File: src/rtl/load_align_unit.sv
// load_align_unit: aligns byte/halfword/word loads (splitting word-crossing accesses) for write-back
module load_align_unit #(
    parameter int ALLOW_MISALIGNED = 1,
    parameter int TAG_W            = 5
) (
    input  logic             clk,
    input  logic             reset,
    input  logic             req_valid,
    output logic             req_ready,
    input  logic [31:0]      req_addr,
    input  logic [1:0]       req_size,
    input  logic             req_sext,
    input  logic [TAG_W-1:0] req_tag,
    output logic             mem_req,
    output logic [29:0]      mem_addr,
    input  logic             mem_gnt,
    input  logic             mem_rvalid,
    input  logic [31:0]      mem_rdata,
    output logic             res_valid,
    input  logic             res_ready,
    output logic [31:0]      res_data,
    output logic [TAG_W-1:0] res_tag,
    output logic             res_split,
    output logic             res_align_err
);

    typedef enum logic [2:0] {IDLE, REQ1, WAIT1, REQ2, WAIT2, DONE} state_t;

    state_t             state_q;
    logic [1:0]         off_q;
    logic [1:0]         size_q;
    logic               sext_q;
    logic               cross_q;
    logic [31:0]        hi_q;
    logic               mem_req_q;
    logic [29:0]        mem_addr_q;
    logic               res_valid_q;
    logic [31:0]        res_data_q;
    logic [TAG_W-1:0]   res_tag_q;
    logic               res_split_q;
    logic               res_align_err_q;

    logic [1:0]         req_off;
    logic [1:0]         req_size_n;
    logic               req_cross;
    logic [31:0]        rot;
    logic [31:0]        mask_hi;
    logic [31:0]        merged;

    // Rotating left by the byte offset brings the addressed byte to bits 31:24.
    function automatic logic [31:0] rotl(input logic [31:0] w, input logic [1:0] o);
        logic [63:0] d;
        d = {w, w} << {o, 3'b000};
        return d[63:32];
    endfunction

    // Result bytes sit at the top of m; right-align them and extend.
    function automatic logic [31:0] extend(input logic [31:0] m, input logic [1:0] sz, input logic sx);
        return sz == 2'b00 ? {{24{sx & m[31]}}, m[31:24]} :
               sz == 2'b01 ? {{16{sx & m[31]}}, m[31:16]} : m;
    endfunction

    assign req_ready     = (state_q == IDLE);
    assign mem_req       = mem_req_q;
    assign mem_addr      = mem_addr_q;
    assign res_valid     = res_valid_q;
    assign res_data      = res_data_q;
    assign res_tag       = res_tag_q;
    assign res_split     = res_split_q;
    assign res_align_err = res_align_err_q;

    // Request decode plus the rotate-and-merge datapath for the returned words.
    // In the second word, bytes 0.. land right below the first word's bytes after
    // the same rotation, so a single mask on the offset merges them.
    always_comb begin
        req_off    = req_addr[1:0];
        req_size_n = (req_size == 2'b11) ? 2'b10 : req_size;
        req_cross  = (req_size_n == 2'b01 && req_off == 2'd3) || (req_size_n == 2'b10 && req_off != 2'd0);
        rot        = rotl(mem_rdata, off_q);
        mask_hi    = 32'hFFFF_FFFF << {off_q, 3'b000};
        merged     = hi_q | (rot & ~mask_hi);
    end

    // Control FSM with registered memory and result outputs.
    always_ff @(posedge clk) begin
        if (reset) begin
            state_q         <= IDLE;
            off_q           <= 2'd0;
            size_q          <= 2'd0;
            sext_q          <= 1'b0;
            cross_q         <= 1'b0;
            hi_q            <= 32'd0;
            mem_req_q       <= 1'b0;
            mem_addr_q      <= 30'd0;
            res_valid_q     <= 1'b0;
            res_data_q      <= 32'd0;
            res_tag_q       <= '0;
            res_split_q     <= 1'b0;
            res_align_err_q <= 1'b0;
        end else begin
            case (state_q)
                IDLE: begin
                    if (req_valid) begin
                        off_q     <= req_off;
                        size_q    <= req_size_n;
                        sext_q    <= req_sext;
                        cross_q   <= req_cross;
                        res_tag_q <= req_tag;
                        if (req_cross && ALLOW_MISALIGNED == 0) begin
                            state_q         <= DONE;
                            res_valid_q     <= 1'b1;
                            res_data_q      <= 32'd0;
                            res_split_q     <= 1'b0;
                            res_align_err_q <= 1'b1;
                        end else begin
                            state_q    <= REQ1;
                            mem_req_q  <= 1'b1;
                            mem_addr_q <= req_addr[31:2];
                        end
                    end
                end
                REQ1: begin
                    if (mem_gnt) begin
                        mem_req_q <= 1'b0;
                        state_q   <= WAIT1;
                    end
                end
                WAIT1: begin
                    if (mem_rvalid) begin
                        if (cross_q) begin
                            hi_q       <= rot & mask_hi;
                            mem_req_q  <= 1'b1;
                            mem_addr_q <= mem_addr_q + 30'd1;
                            state_q    <= REQ2;
                        end else begin
                            res_data_q      <= extend(rot, size_q, sext_q);
                            res_valid_q     <= 1'b1;
                            res_split_q     <= 1'b0;
                            res_align_err_q <= 1'b0;
                            state_q         <= DONE;
                        end
                    end
                end
                REQ2: begin
                    if (mem_gnt) begin
                        mem_req_q <= 1'b0;
                        state_q   <= WAIT2;
                    end
                end
                WAIT2: begin
                    if (mem_rvalid) begin
                        res_data_q      <= extend(merged, size_q, sext_q);
                        res_valid_q     <= 1'b1;
                        res_split_q     <= 1'b1;
                        res_align_err_q <= 1'b0;
                        state_q         <= DONE;
                    end
                end
                DONE: begin
                    if (res_ready) begin
                        res_valid_q <= 1'b0;
                        state_q     <= IDLE;
                    end
                end
                default: state_q <= IDLE;
            endcase
        end
    end

endmodule

File: config.mk
export PLATFORM = sky130hd
export DESIGN_NAME = load_align_unit
export DESIGN_NICKNAME = d
export VERILOG_FILES = /design/src/rtl/load_align_unit.sv
export SDC_FILE = /design/constraint.sdc
export NUM_CORES = 1
export LEC_CHECK = 0
export CAP_MARGIN = 15
export CORE_MARGIN = 4
export CORE_UTILIZATION = 25
export CTS_BUF_LIST = sky130_fd_sc_hd__clkbuf_8
export DETAILED_ROUTE_END_ITERATION = 6
export PLACE_DENSITY = 0.58
export SLEW_MARGIN = 20
export SYNTH_ARGS = -nofsm -noshare
export SYNTH_HDL_FRONTEND = slang
export SYNTH_SLANG_ARGS = --single-unit
File: constraint.sdc
create_clock -name clk -period 2.77 [get_ports clk]
set_input_delay 0.554 -clock clk [delete_from_list [all_inputs] [get_ports clk]]
set_output_delay 0.554 -clock clk [all_outputs]
set_load 0.01 [all_outputs]
* Yosys cells after proc, flatten, opt, wreduce, memory -nomap -nowiden
Cells that the tools add are included.
Word-level totals: register bits after elaboration 112, input bits 78, output and inout port bits 72, logic and storage cells 95
Operators by class: add/sub/neg operators 1, equality and inequality tests 19, shifts and indexed selects 2, mux-type cells 36, bitwise operators 6, reductions and logical operators 18
Operators by type and width (count):
- 2-to-1 mux 32 bit | 7
- 2-to-1 mux 30 bit | 3
- bitwise AND 32 bit | 2
- one-hot mux 32 bit (2 select lines) | 1
- << shifter 64 x 5 -> 64 bit | 1
- one-hot mux 30 bit (2 select lines) | 1
- inverter 32 bit | 1
- bitwise OR 32 bit | 1
- << shifter 32 x 5 -> 32 bit (first input constant) | 1
- adder 30 x 1 -> 30 bit (second input constant) | 1
- 2-to-1 mux 3 bit | 7
- one-hot mux 3 bit (6 select lines) | 1
- inequality test 2 bit (second input constant) | 8
- 2-to-1 mux 1 bit | 11
- AND reduction 5 bit | 2
- AND reduction 4 bit | 2
- equality test 2 bit (second input constant) | 3
- equality test 3 x 2 -> 1 bit (second input constant) | 2
- equality test 3 bit (second input constant) | 2
- one-hot mux 1 bit (3 select lines) | 2
- AND reduction 6 bit | 1
- nonzero test 2 bit | 3
- nonzero test 3 bit | 2
- equality test 2 x 1 -> 1 bit (second input constant) | 2
- 12 further kinds | 15

* Longest topological paths before layout
depth in word-level cells 9, gate-level depth with buffers 9, gate-level depth less buffers 6

* Worst setup path before layout
Ideal clock, no wire load.
kind input -> register, start input port mem_rvalid, end register mem_addr_q[25] (netlist: mem_addr[25]), setup time 133 ps, arrival time 1919 ps, required time 2637 ps, slack 718 ps, stages 6, buffers on the path 2, path through clkbuf_1 nand3_1 a211o_1 clkbuf_1 a2111oi_1 nor4_2
On the way: word-level cells in the longest chain between the ends 2
RTL lines:
- from (decl) | RTL line 17 | input logic mem_rvalid,
- inequality test 2 bit (no line)
- AND reduction 4 bit (no line)
- to (signal assigned) | RTL line 118 | mem_addr_q <= req_addr[31:2];
- to (signal assigned) | RTL line 133 | mem_addr_q <= mem_addr_q + 30'd1;
- to (decl) | RTL line 36 | logic [29:0] mem_addr_q;
Every way passes these cells. A chain may end at the register's enable or synchronous reset.

* Worst setup path after layout
start register state_q[0], end output port req_ready
On the way: word-level cells in the longest chain between the ends 1
RTL lines:
- from (decl) | RTL line 29 | state_t state_q;
- from (signal assigned) | RTL line 87 | state_q <= IDLE;
- from (signal assigned) | RTL line 110 | state_q <= DONE;
- from (signal assigned) | RTL line 116 | state_q <= REQ1;
- zero test 3 bit | RTL line 63 | assign req_ready = (state_q == IDLE);
- to (decl) | RTL line 9 | output logic req_ready,
Every way passes these cells.

==> run metrics <==
status finished, final reports clean; Detail Route Antenna Nets 0; DRC viols 0; wire length per cell 18.6 um; first-pass GRT wire length 37900 um; CTS sink cnt 111; CP max FO 18; CTS tree built; largest net degree at the start of global routing 60; Clock Tree Buf Depth 2; Vert. Die Dim 169 um; Hold-fix buffers, CTS 0; core region area 25300 um^2; most frequent cells in the layout 147 x clkdlybuf4s50_1, 121 x nand2_1, 116 x a21oi_1; Hold Violations, Final 0; layout cell share with drive strength beyond 1 9.55%; post-place instance area 8450 um^2; drt pass-1 iters 6; met3 usage 5.30%; flop2flop setup slack around 0.56 ns; Synth Flop Type dfxtp_1; Most Crowded Layer GR met2; hold path depth 2; worst hold path class register to register; vias in the first global route 6702; Syn Nets 912; Hold EP hi_q[18]; Num CTS Buffers 9; met2 Track Usage GR 27.2%; Worst-Margin Slew 0.836 ns; Ports 150; reg2reg end mem_addr[21]; Syn Inst Count 833; htree depth 3; iteration-0 DRC count of the detailed router 456; Post-synth EDFFs 0; synthesis-stage register bit count 111; Clk Latency, worst-skew pair 0.41 ns; static leakage 0.00290 uW; Worst VDD drop 0.000248 V; Min-Delay Startpoint hi_q[18]; diodes inserted 0; Reg-to-Reg Start mem_addr[0]; Synth-to-Final Area Change 33.2%; Routed WL 24300 um; Reg clk slew, reported paths 0.12 ns; cell area after layout 8640 um^2; Port-buffer cells 148; endpoint type of the worst setup path output port; top cell type's share of synthesized area 34.3%; area leader, netlist dfxtp_1; Yosys warning count 0; Worst Skew 0.0222 ns; Final Setup Violations 0; Die ar. 28600 um^2; met1 GRT Util 21.4%; post_cts resized 0; Cell variety after synth 81; Slew Viols, Final 0; commonest non-fill, non-tap cell in the layout clkdlybuf4s50_1; row count 58; Total GRT Usage 16.6%; Rel. slew slack between 40 and 50%; period utilization around 87%; Async SR Flop Fraction 0%; Vias/cell 5.37; via count 7000; critical path launch point type register; top post-synthesis cells by area dfxtp_1 34%, a21oi_1 9.0%, nand2_1 7.0%; R2R cell count 5; die width 169 um; fmax 414 MHz; syn avg cell area 7.78 um^2; Initial Utilization 25.6%; Power Density 447 nW/um^2; Mapped Area 6480 um^2; number of antenna violations at the first check in global routing 4; Post-DP HPWL roughly 18000 um; Setup TNS 0 ns; required time worst endpoint 2.22 ns; Root Buffer clkbuf_8; gr ovfl total 0; Power Total 3860 uW; # Post-CTS Setup Buffers 0; routability cong. between 0.9 and 1; Arr. time, crit path approximately 1.9 ns; unrepaired setup endpoints after global routing false; filler instances 2707; post-synthesis sequential area ratio around 34%; critical path type register to output port; max_cap viols 0; Tmin final 2.42 ns; Nets 1048
-- report_power, final --
| group | internal (uW) | switching, uW |
|---|---|---|
| clock | 349 | 661 |
| combinational | 498 | 577 |
| sequential | 1680 | 99.4 |
| total | 2520 | 1340 |
-- layout make-up --
class	count	area [um^2]	area share (%)
inverters	11	41.3	0.478
well taps	330	413	4.78
clock buffers	9	124	1.43
clock inverters	7	65.1	0.753
repair buffers	191	1820	21.1
flip-flops and latches	111	2220	25.7
multi-input cells	645	3950	45.7
-- logic make-up after synthesis --
kind of cell / Yosys count / share of synthesized area, %
AOI/OAI and AO/OA: 303 / 30.7
adders and majority gates: 1 / 0.193
DFF: 111 / 34.3
buffers and inverters: 77 / 5.04
and+or+nand+nor: 294 / 22.2
muxes: 46 / 7.53
other: 1 / 0.0579
-- metal layers --
metal	vias to the layer above	share of wire, %
met1	3321	42
met5	-	0.22
li1	3382	-
met2	256	47
met4	8	1.4
met3	33	8.7
-- worst max path at each step --
stage	end	cells after the start	startpoint
6_report	req_ready	3	state_q[0]
3_5_place_dp	res_data[27]	6	mem_rdata[31]
3_3_place_gp	res_data[27]	6	mem_rdata[31]
5_1_grt	req_ready	3	state_q[0]
4_1_cts	req_ready	3	state_q[0]
2_1_floorplan	mem_addr[25]	6	mem_rvalid
-- metrics by stage --
step	instances	worst slack [ns]	hold slack [ns]	utilization [%]
CTS	1304	0.298	0.460	34.1
global placement	1288	0.124	0.438	33.4
floorplan	833	0.718	0.429	-
detailed placement	1288	0.0839	0.444	33.4
finish	1304	0.353	0.460	34.1
global route	1304	0.196	0.476	34.1
-- Yosys cell counts (7+ instances only) --
| library cell | instances |
|---|---|
| a211oi_1 | 14 |
| a21oi_1 | 116 |
| a22o_1 | 13 |
| a22oi_1 | 17 |
| a31oi_1 | 14 |
| a32o_1 | 8 |
| buf_1 | 8 |
| buf_2 | 15 |
| clkbuf_1 | 39 |
| dfxtp_1 | 111 |
| inv_1 | 10 |
| mux2_2 | 12 |
| mux2i_1 | 33 |
| nand2_1 | 121 |
| nand2b_1 | 12 |
| nand3_1 | 24 |
| nor2_1 | 50 |
| nor3_1 | 27 |
| o21ai_0 | 27 |
| o21ai_1 | 14 |
| o22ai_1 | 10 |
| o31ai_1 | 7 |
| or3_1 | 7 |
-- critical path, cell delays in order (launching register included) --
cell	delay, ns
dfxtp_1	0.33
buf_4	0.19
nor3_1	0.32
clkdlybuf4s50_1	0.62
-- registers in the layout, summed over array words and instances (netlist names) --
signal	count
res_valid	1
mem_addr	30
size_q	2
cross_q	1
res_data	32
res_split	1
state_q	3
mem_req	1
hi_q	32
res_tag	5
sext_q	1
off_q	2
Note: power is estimated with default switching activity, not from simulation.
